<file path="config.mk">
export PLATFORM = sky130hd
export DESIGN_NAME = hwpf_issue
export DESIGN_NICKNAME = d
export VERILOG_FILES = /design/src/rtl/hwpf_pkg.sv /design/src/rtl/hwpf_recent_filter.sv /design/src/rtl/hwpf_issue.sv
export SDC_FILE = /design/constraint.sdc
export NUM_CORES = 1
export LEC_CHECK = 0
export ABC_AREA = 1
export CAP_MARGIN = 20
export CORE_ASPECT_RATIO = 0.5
export CORE_MARGIN = 2
export CORE_UTILIZATION = 43
export DETAILED_ROUTE_END_ITERATION = 10
export GPL_ROUTABILITY_DRIVEN = 0
export PLACE_DENSITY = 0.86
export SLEW_MARGIN = 20
export SYNTH_ARGS = -nofsm -noshare
export SYNTH_HDL_FRONTEND = slang
export SYNTH_SLANG_ARGS = --single-unit
</file>
<file path="constraint.sdc">
create_clock -name clk_i -period 5.6 [get_ports clk_i]
set_clock_uncertainty 0.2 [all_clocks]
set_input_delay 0.84 -clock clk_i [delete_from_list [all_inputs] [get_ports clk_i]]
set_output_delay 0.84 -clock clk_i [all_outputs]
set_load 0.05 [all_outputs]
</file>
<file path="src/rtl/hwpf_pkg.sv">
// Shared types and defaults for the next-line prefetch issue stage.
package hwpf_pkg;

   localparam int unsigned ADDR_W              = 40;
   localparam int unsigned DEF_MAX_OUTSTANDING = 4;
   localparam int unsigned DEF_LINE_OFF_BITS   = 6;
   localparam int unsigned DEF_FILTER_DEPTH    = 4;

   typedef logic [ADDR_W-1:0]                   cpu_addr_t;
   typedef logic [ADDR_W-DEF_LINE_OFF_BITS-1:0] line_addr_t;

   typedef enum logic {
      IDLE  = 1'b0,
      ISSUE = 1'b1
   } hwpf_issue_state_t;

   // Mask that clears the byte-offset bits of a line.
   function automatic cpu_addr_t line_mask(input int unsigned off_bits);
      return ~((cpu_addr_t'(1) << off_bits) - cpu_addr_t'(1));
   endfunction

endpackage

</file>
<file path="src/rtl/hwpf_recent_filter.sv">
// Small FIFO of recently granted line addresses; flags candidates that hit a valid entry.
module hwpf_recent_filter
   import hwpf_pkg::*;
#(
   parameter int unsigned DEPTH  = DEF_FILTER_DEPTH,
   parameter int unsigned LINE_W = $bits(line_addr_t)
) (
   input  logic              clk_i,
   input  logic              rst_i,
   input  logic              clr_i,
   input  logic              ins_i,
   input  logic [LINE_W-1:0] ins_line_i,
   input  logic [LINE_W-1:0] chk_line_i,
   output logic              hit_o
);

   localparam int unsigned PTR_W = (DEPTH > 1) ? $clog2(DEPTH) : 1;

   logic [DEPTH-1:0]  valid_q;
   logic [LINE_W-1:0] tag_q [DEPTH];
   logic [PTR_W-1:0]  wr_ptr_q;

   // Combinational lookup across all valid entries.
   always_comb begin
      hit_o = 1'b0;
      for (int i = 0; i < int'(DEPTH); i++) begin
         if (valid_q[i] && (tag_q[i] == chk_line_i)) begin
            hit_o = 1'b1;
         end
      end
   end

   // Entry storage: clear drops everything; an insert in the same cycle still lands.
   always_ff @(posedge clk_i or posedge rst_i) begin
      if (rst_i) begin
         valid_q  <= '0;
         wr_ptr_q <= '0;
         for (int i = 0; i < int'(DEPTH); i++) begin
            tag_q[i] <= '0;
         end
      end else begin
         if (clr_i) begin
            valid_q <= '0;
         end
         if (ins_i) begin
            valid_q[wr_ptr_q] <= 1'b1;
            tag_q[wr_ptr_q]   <= ins_line_i;
            if (wr_ptr_q == PTR_W'(DEPTH - 1)) begin
               wr_ptr_q <= '0;
            end else begin
               wr_ptr_q <= wr_ptr_q + PTR_W'(1);
            end
         end
      end
   end

endmodule

</file>
<file path="src/rtl/hwpf_issue.sv">
// Prefetch issue stage: pops stack candidates, line-aligns them, throttles on
// outstanding prefetches and drives the dcache req/gnt port.
// Optional recent-line filter enabled by defining HWPF_ISSUE_FILTER_EN.
module hwpf_issue
   import hwpf_pkg::*;
#(
   parameter int unsigned MAX_OUTSTANDING = DEF_MAX_OUTSTANDING,
   parameter int unsigned LINE_OFF_BITS   = DEF_LINE_OFF_BITS
`ifdef HWPF_ISSUE_FILTER_EN
   ,
   parameter int unsigned FILTER_DEPTH    = DEF_FILTER_DEPTH
`endif
) (
   input  logic      clk_i,
   input  logic      rst_i,
   input  logic      flush_i,
   input  logic      stall_i,
   input  logic      stk_valid_i,
   input  cpu_addr_t stk_addr_i,
   output logic      stk_pop_o,
   output logic      mem_req_o,
   output cpu_addr_t mem_addr_o,
   input  logic      mem_gnt_i,
   input  logic      mem_rsp_i,
   output logic      busy_o
);

   localparam int unsigned W     = $bits(cpu_addr_t);
   localparam int unsigned OUT_W = $clog2(MAX_OUTSTANDING + 1);
   localparam cpu_addr_t   LMASK = line_mask(LINE_OFF_BITS);

   hwpf_issue_state_t state_q;
   cpu_addr_t         addr_q;
   logic              req_q;
   logic [OUT_W-1:0]  outst_q;
   logic [OUT_W-1:0]  outst_d;
   logic              pop_c;
   logic              hit_c;
   logic              gnt_c;
   logic              rsp_c;

   // Pop only from IDLE, and only while there is room for another outstanding prefetch.
   assign pop_c = (state_q == IDLE) & stk_valid_i & ~stall_i & ~flush_i
                & (outst_q < OUT_W'(MAX_OUTSTANDING));
   assign gnt_c = (state_q == ISSUE) & mem_gnt_i;
   assign rsp_c = mem_rsp_i & (outst_q != '0);

`ifdef HWPF_ISSUE_FILTER_EN
   localparam int unsigned LINE_W = W - LINE_OFF_BITS;

   // Recently granted lines; a hit discards the popped candidate.
   hwpf_recent_filter #(
      .DEPTH  (FILTER_DEPTH),
      .LINE_W (LINE_W)
   ) u_filter (
      .clk_i      (clk_i),
      .rst_i      (rst_i),
      .clr_i      (flush_i),
      .ins_i      (gnt_c),
      .ins_line_i (addr_q[W-1:LINE_OFF_BITS]),
      .chk_line_i (stk_addr_i[W-1:LINE_OFF_BITS]),
      .hit_o      (hit_c)
   );
`else
   assign hit_c = 1'b0;
`endif

   // Outstanding counter: +1 per grant, -1 per response, responses at zero ignored.
   always_comb begin
      outst_d = outst_q;
      case ({gnt_c, rsp_c})
         2'b10:   outst_d = outst_q + OUT_W'(1);
         2'b01:   outst_d = outst_q - OUT_W'(1);
         default: outst_d = outst_q;
      endcase
   end

   // Issue FSM with registered request/address; a raised request is held until granted or flushed.
   always_ff @(posedge clk_i or posedge rst_i) begin
      if (rst_i) begin
         state_q <= IDLE;
         addr_q  <= '0;
         req_q   <= 1'b0;
         outst_q <= '0;
      end else begin
         outst_q <= outst_d;
         case (state_q)
            IDLE: begin
               if (pop_c && !hit_c) begin
                  state_q <= ISSUE;
                  req_q   <= 1'b1;
                  addr_q  <= stk_addr_i & LMASK;
               end
            end
            ISSUE: begin
               if (mem_gnt_i || flush_i) begin
                  state_q <= IDLE;
                  req_q   <= 1'b0;
               end
            end
            default: begin
               state_q <= IDLE;
               req_q   <= 1'b0;
            end
         endcase
      end
   end

   assign stk_pop_o  = pop_c;
   assign mem_req_o  = req_q;
   assign mem_addr_o = addr_q;
   assign busy_o     = (state_q != IDLE) | (outst_q != '0);

endmodule

</file>
=== Yosys cells after proc, flatten, opt, wreduce, memory -nomap -nowiden ===
Cells that the tools add are included.

* $add $sub $neg: 2
* Multipliers: 0
* Div/mod/pow operators: 0
* Magnitude comparators: 1
* Equality and inequality tests: 4
* Shift-type cells: 0
* Muxes and demuxes: 7
* Bitwise operators: 10
* Reduce and logical (&&, ||, !) cells: 5

{| class="wikitable"
|+ Operators by type and width
! operator !! number
|-
| AND 1 bit || 6
|-
| case mux 3 bit (2 select lines) || 1
|-
| two-way mux 1 bit || 4
|-
| case mux 1 bit (2 select lines) || 2
|-
| AND reduction 2 bit || 2
|-
| adder 3 x 1 -> 3 bit (second input constant) || 1
|-
| less-than comparator 3 bit (second input constant) || 1
|-
| inverter 1 bit || 3
|-
| nonzero test 3 bit || 1
|-
| subtractor 3 x 1 -> 3 bit (second input constant) || 1
|-
| == test 2 x 1 -> 1 bit (second input constant) || 1
|-
| == test 2 bit (second input constant) || 1
|-
| != test 2 x 1 -> 1 bit (second input constant) || 1
|-
| != test 2 bit (second input constant) || 1
|-
| nonzero test 2 bit || 1
|-
| logical OR 1 bit || 1
|-
| bitwise OR 1 bit || 1
|}

* Register bits after elaboration: 39
* Latch bits: 0
* RAM bits: 0
* Memory bits (read-only): 0
* Input bits: 47
* Output and inout port bits: 43
* Logic and storage cells: 33
* Memories: 0

=== Logic depth before layout (Yosys ltp) ===
* Depth in word-level cells: 7
* Gate-level depth with buffers: 10

=== Least setup slack after synthesis ===
Ideal clock, no wire load.

* Path type: in2out
* From: in stk_valid_i
* To: out stk_pop_o
* Arrival: 1.651 ns
* Data required time: 4.560 ns
* Path slack: 2.909 ns
* Stages: 5
* Path buffers: 1
* Cells stage by stage: inv_1 nor2_4 nand3_4 buf_6 inv_1

* Longest elaborated chain between the ends: 4

{| class="wikitable"
|+ Ends and longest elaborated chain
! element !! RTL line !! RTL
|-
| start: declaration || hwpf_issue.sv:18 || <nowiki>input logic stk_valid_i,</nowiki>
|-
| AND 1 bit (3 in series) || hwpf_issue.sv:43 || <nowiki>assign pop_c = (state_q == IDLE) & stk_valid_i & ~stall_i & ~flush_i</nowiki>
|-
| AND 1 bit || hwpf_issue.sv:44 || <nowiki>& (outst_q < OUT_W'(MAX_OUTSTANDING));</nowiki>
|-
| end: declaration || hwpf_issue.sv:20 || <nowiki>output logic stk_pop_o,</nowiki>
|}

No other way between the ends.

=== Worst setup path after layout ===
* From: in stall_i
* To: out stk_pop_o

* Longest elaborated chain between the ends: 4

{| class="wikitable"
|+ Ends and longest elaborated chain
! element !! RTL line !! RTL
|-
| start: declaration || hwpf_issue.sv:17 || <nowiki>input logic stall_i,</nowiki>
|-
| inverter 1 bit || hwpf_issue.sv:43 ||
|-
| AND 1 bit (2 in series) || hwpf_issue.sv:43 ||
|-
| AND 1 bit || hwpf_issue.sv:44 ||
|}

No other way between the ends.

==> flow_summary.toml <==
[floorplanning]
dieWidth_um = 94.7
start_util = 0.450
die_area_um2 = 4670
die_h_um = 49.3
num_rows = 16
io_pins = 90
design.core.area_um2 = 3920

[detailed_routing]
viasPerCell = 5.07
vias = 1632
drt_iter0_drc = 96
ant_nets = 0
routed_wl_um = 4510
drcViolationCount = 0
post_drt_wl_per_cell_um = 14.0
firstDrtPassIters = 4

[global_routing]
grt_usage = 0.208
antenna_found_initial = 0
grt_overflow_total = 0
grt_pass1_wl_um = 7520
grt_max_degree = 40
grt_pass1_vias = 1547

[logic_synthesis]
ys_ff_latch = 39
avgSynthCellArea_um2 = 9.11
synth.area.top_cells = "dfrtp_1 (55%), nand2_1 (16%), nand4_1 (13%), buf_4 (2.5%), inv_1 (2.3%)"
yosys_warnings = 0
synth_top_cell_by_area = "dfrtp_1"
synth_area_um2 = 1770
syn_inst = 194
seq_area_frac_synth = 0.552
synthDistinctLibCells = 19
yosysTopAreaCellShare = 0.552

[timing]
whs_ns = 0.274
final-max-slew-violation-count = 0
finalCritPeriodShare = 0.832
worstMarginPinSlew_ns = 0.978
hold_viol = 0
setup_violations = 0
slew_headroom = 0.344
clock.fmax_mhz = 215
worst_slack_ns = 0.940
fin_setup_tns_ns = 0
rsz0062_at_grt = "false"
post-route-min-period_ns = 4.66

[critical_path]
critPathCaptureType = "output pin"
startpoint_type = "primary input"
path_class = "primary input to output pin"
crit_arrival_ns = 3.62
cp_max_fo = 37
critPathRequiredTime_ns = 4.56

[final_layout]
fin_area_um2 = 2600
area_delta_synth_final_pct = 47.2
final_core_util = 0.663
mostFrequentLayoutCells = "nand2_1 (77), clkdlybuf4s50_1 (77), dfrtp_1 (39)"
diodes = 0
nNetsFinal = 316
layout-drive-gt1-share = 0.0485

[clock_tree]
cts_tree = "yes"
cts_max_level = 2
cts_hold_buf = 0
post_cts_resized = 0
clock_latency_ns = 0.29
cts_sinks = 39
clkTransAtPathRegs_ns = 0.07
root_buffer = "clkbuf_8"
cts_setup_buffers = 0
numCtsBuffers = 5
clk_path_buf_depth = 2

[power]
power_leakage_uw = 0.00126
powerDensity_nw_per_um2 = 649
irDropWorstVdd_mv = 0.356

[placed_design]
post-place-ws_ns = 0.968
portBuffers = 77
dp_hpwl_um = 3200
place_area_um2 = 2520

[hold_path]
hp-class = "flop to flop"

[run]
maxCapViolCount = 0

[outcome]
status = "completed"
## final timing paths
kind / from / endpoint / slack, ns / cells past startpoint
worst max-delay path: stall_i / stk_pop_o / 0.94 / 5
worst min-delay path: mem_addr_o[30] / mem_addr_o[30] / 0.27 / 2
worst max register to register: state_q / mem_addr_o[18] / 3.38 / 4
worst min register to register: mem_addr_o[30] / mem_addr_o[30] / 0.27 / 2
max in group asynchronous: rst_i / mem_addr_o[11] / 4.11 / 3
min in group asynchronous: rst_i / mem_addr_o[27] / 0.76 / 3
## routing by layer
| metal | up-vias | global-route usage | wire [um] |
|---|---|---|---|
| li1 | 776 | - | - |
| met1 | 792 | 0.264 | 1980 |
| met2 | 51 | 0.345 | 2260 |
| met3 | 13 | 0.0417 | 158 |
| met4 | 0 | 0.0966 | 113 |
| met5 | - | 0 | 0 |
## critical path: stages
cell and delay, ns:
clkdlybuf4s50_1 0.46, clkinv_1 0.75, nand3_4 0.74, inv_1 0.08
clkdlybuf4s50_1 0.71
## flip-flops by register name, summed over array words and instances, names as in the netlist
register    flops
mem_addr_o     34
outst_q         3
mem_req_o       1
state_q         1
## final cells by class
| type | instances | area [um^2] |
|---|---|---|
| Clock buffer | 5 | 68.8 |
| Fill cell | 318 | 1320 |
| Sequential cell | 39 | 976 |
| Tap cell | 54 | 67.6 |
| Clock inverter | 3 | 15.0 |
| Inverter | 12 | 45.0 |
| Timing Repair Buffer | 79 | 786 |
| Multi-Input combinational cell | 130 | 643 |
## power breakdown
group | internal [uW] | leakage [uW] | total [uW] | switching, uW
Combinational | 312 | 0.000726 | 1010 | 696
Clock | 85.2 | 0.0000477 | 181 | 95.9
Sequential | 418 | 0.000485 | 498 | 80.3
## Yosys cell counts, drive strengths merged
cell type / instances
o21ai: 2
xnor2: 1
nand2: 77
fa: 1
a31oi: 1
buf: 16
conb: 1
nor2: 3
inv: 11
dfrtp: 39
nand3: 2
nand4: 36
clkinv: 1
ha: 1
clkbuf: 2
## stage by stage
stage                     total power, uW  cells
after floorplan                      1170    199
after global placement               1480    314
after detailed placement             1510    314
after CTS                            1690    322
after global routing                 1780    322
final                                1690    322
## kinds of logic (layout without fill, tap and decap cells)
kind of cell    count (synthesis)  after routing  share of synthesized area
flops                          39             39                      0.552
other cells                     1              6                    0.00212
buf+inv                        30             99                     0.0942
compound gates                  3              3                    0.00921
simple gates                  118            118                      0.319
fa+ha+maj                       2              2                     0.0184
xor+xnor                        1              1                    0.00496
(Power assumes the default switching activity.)
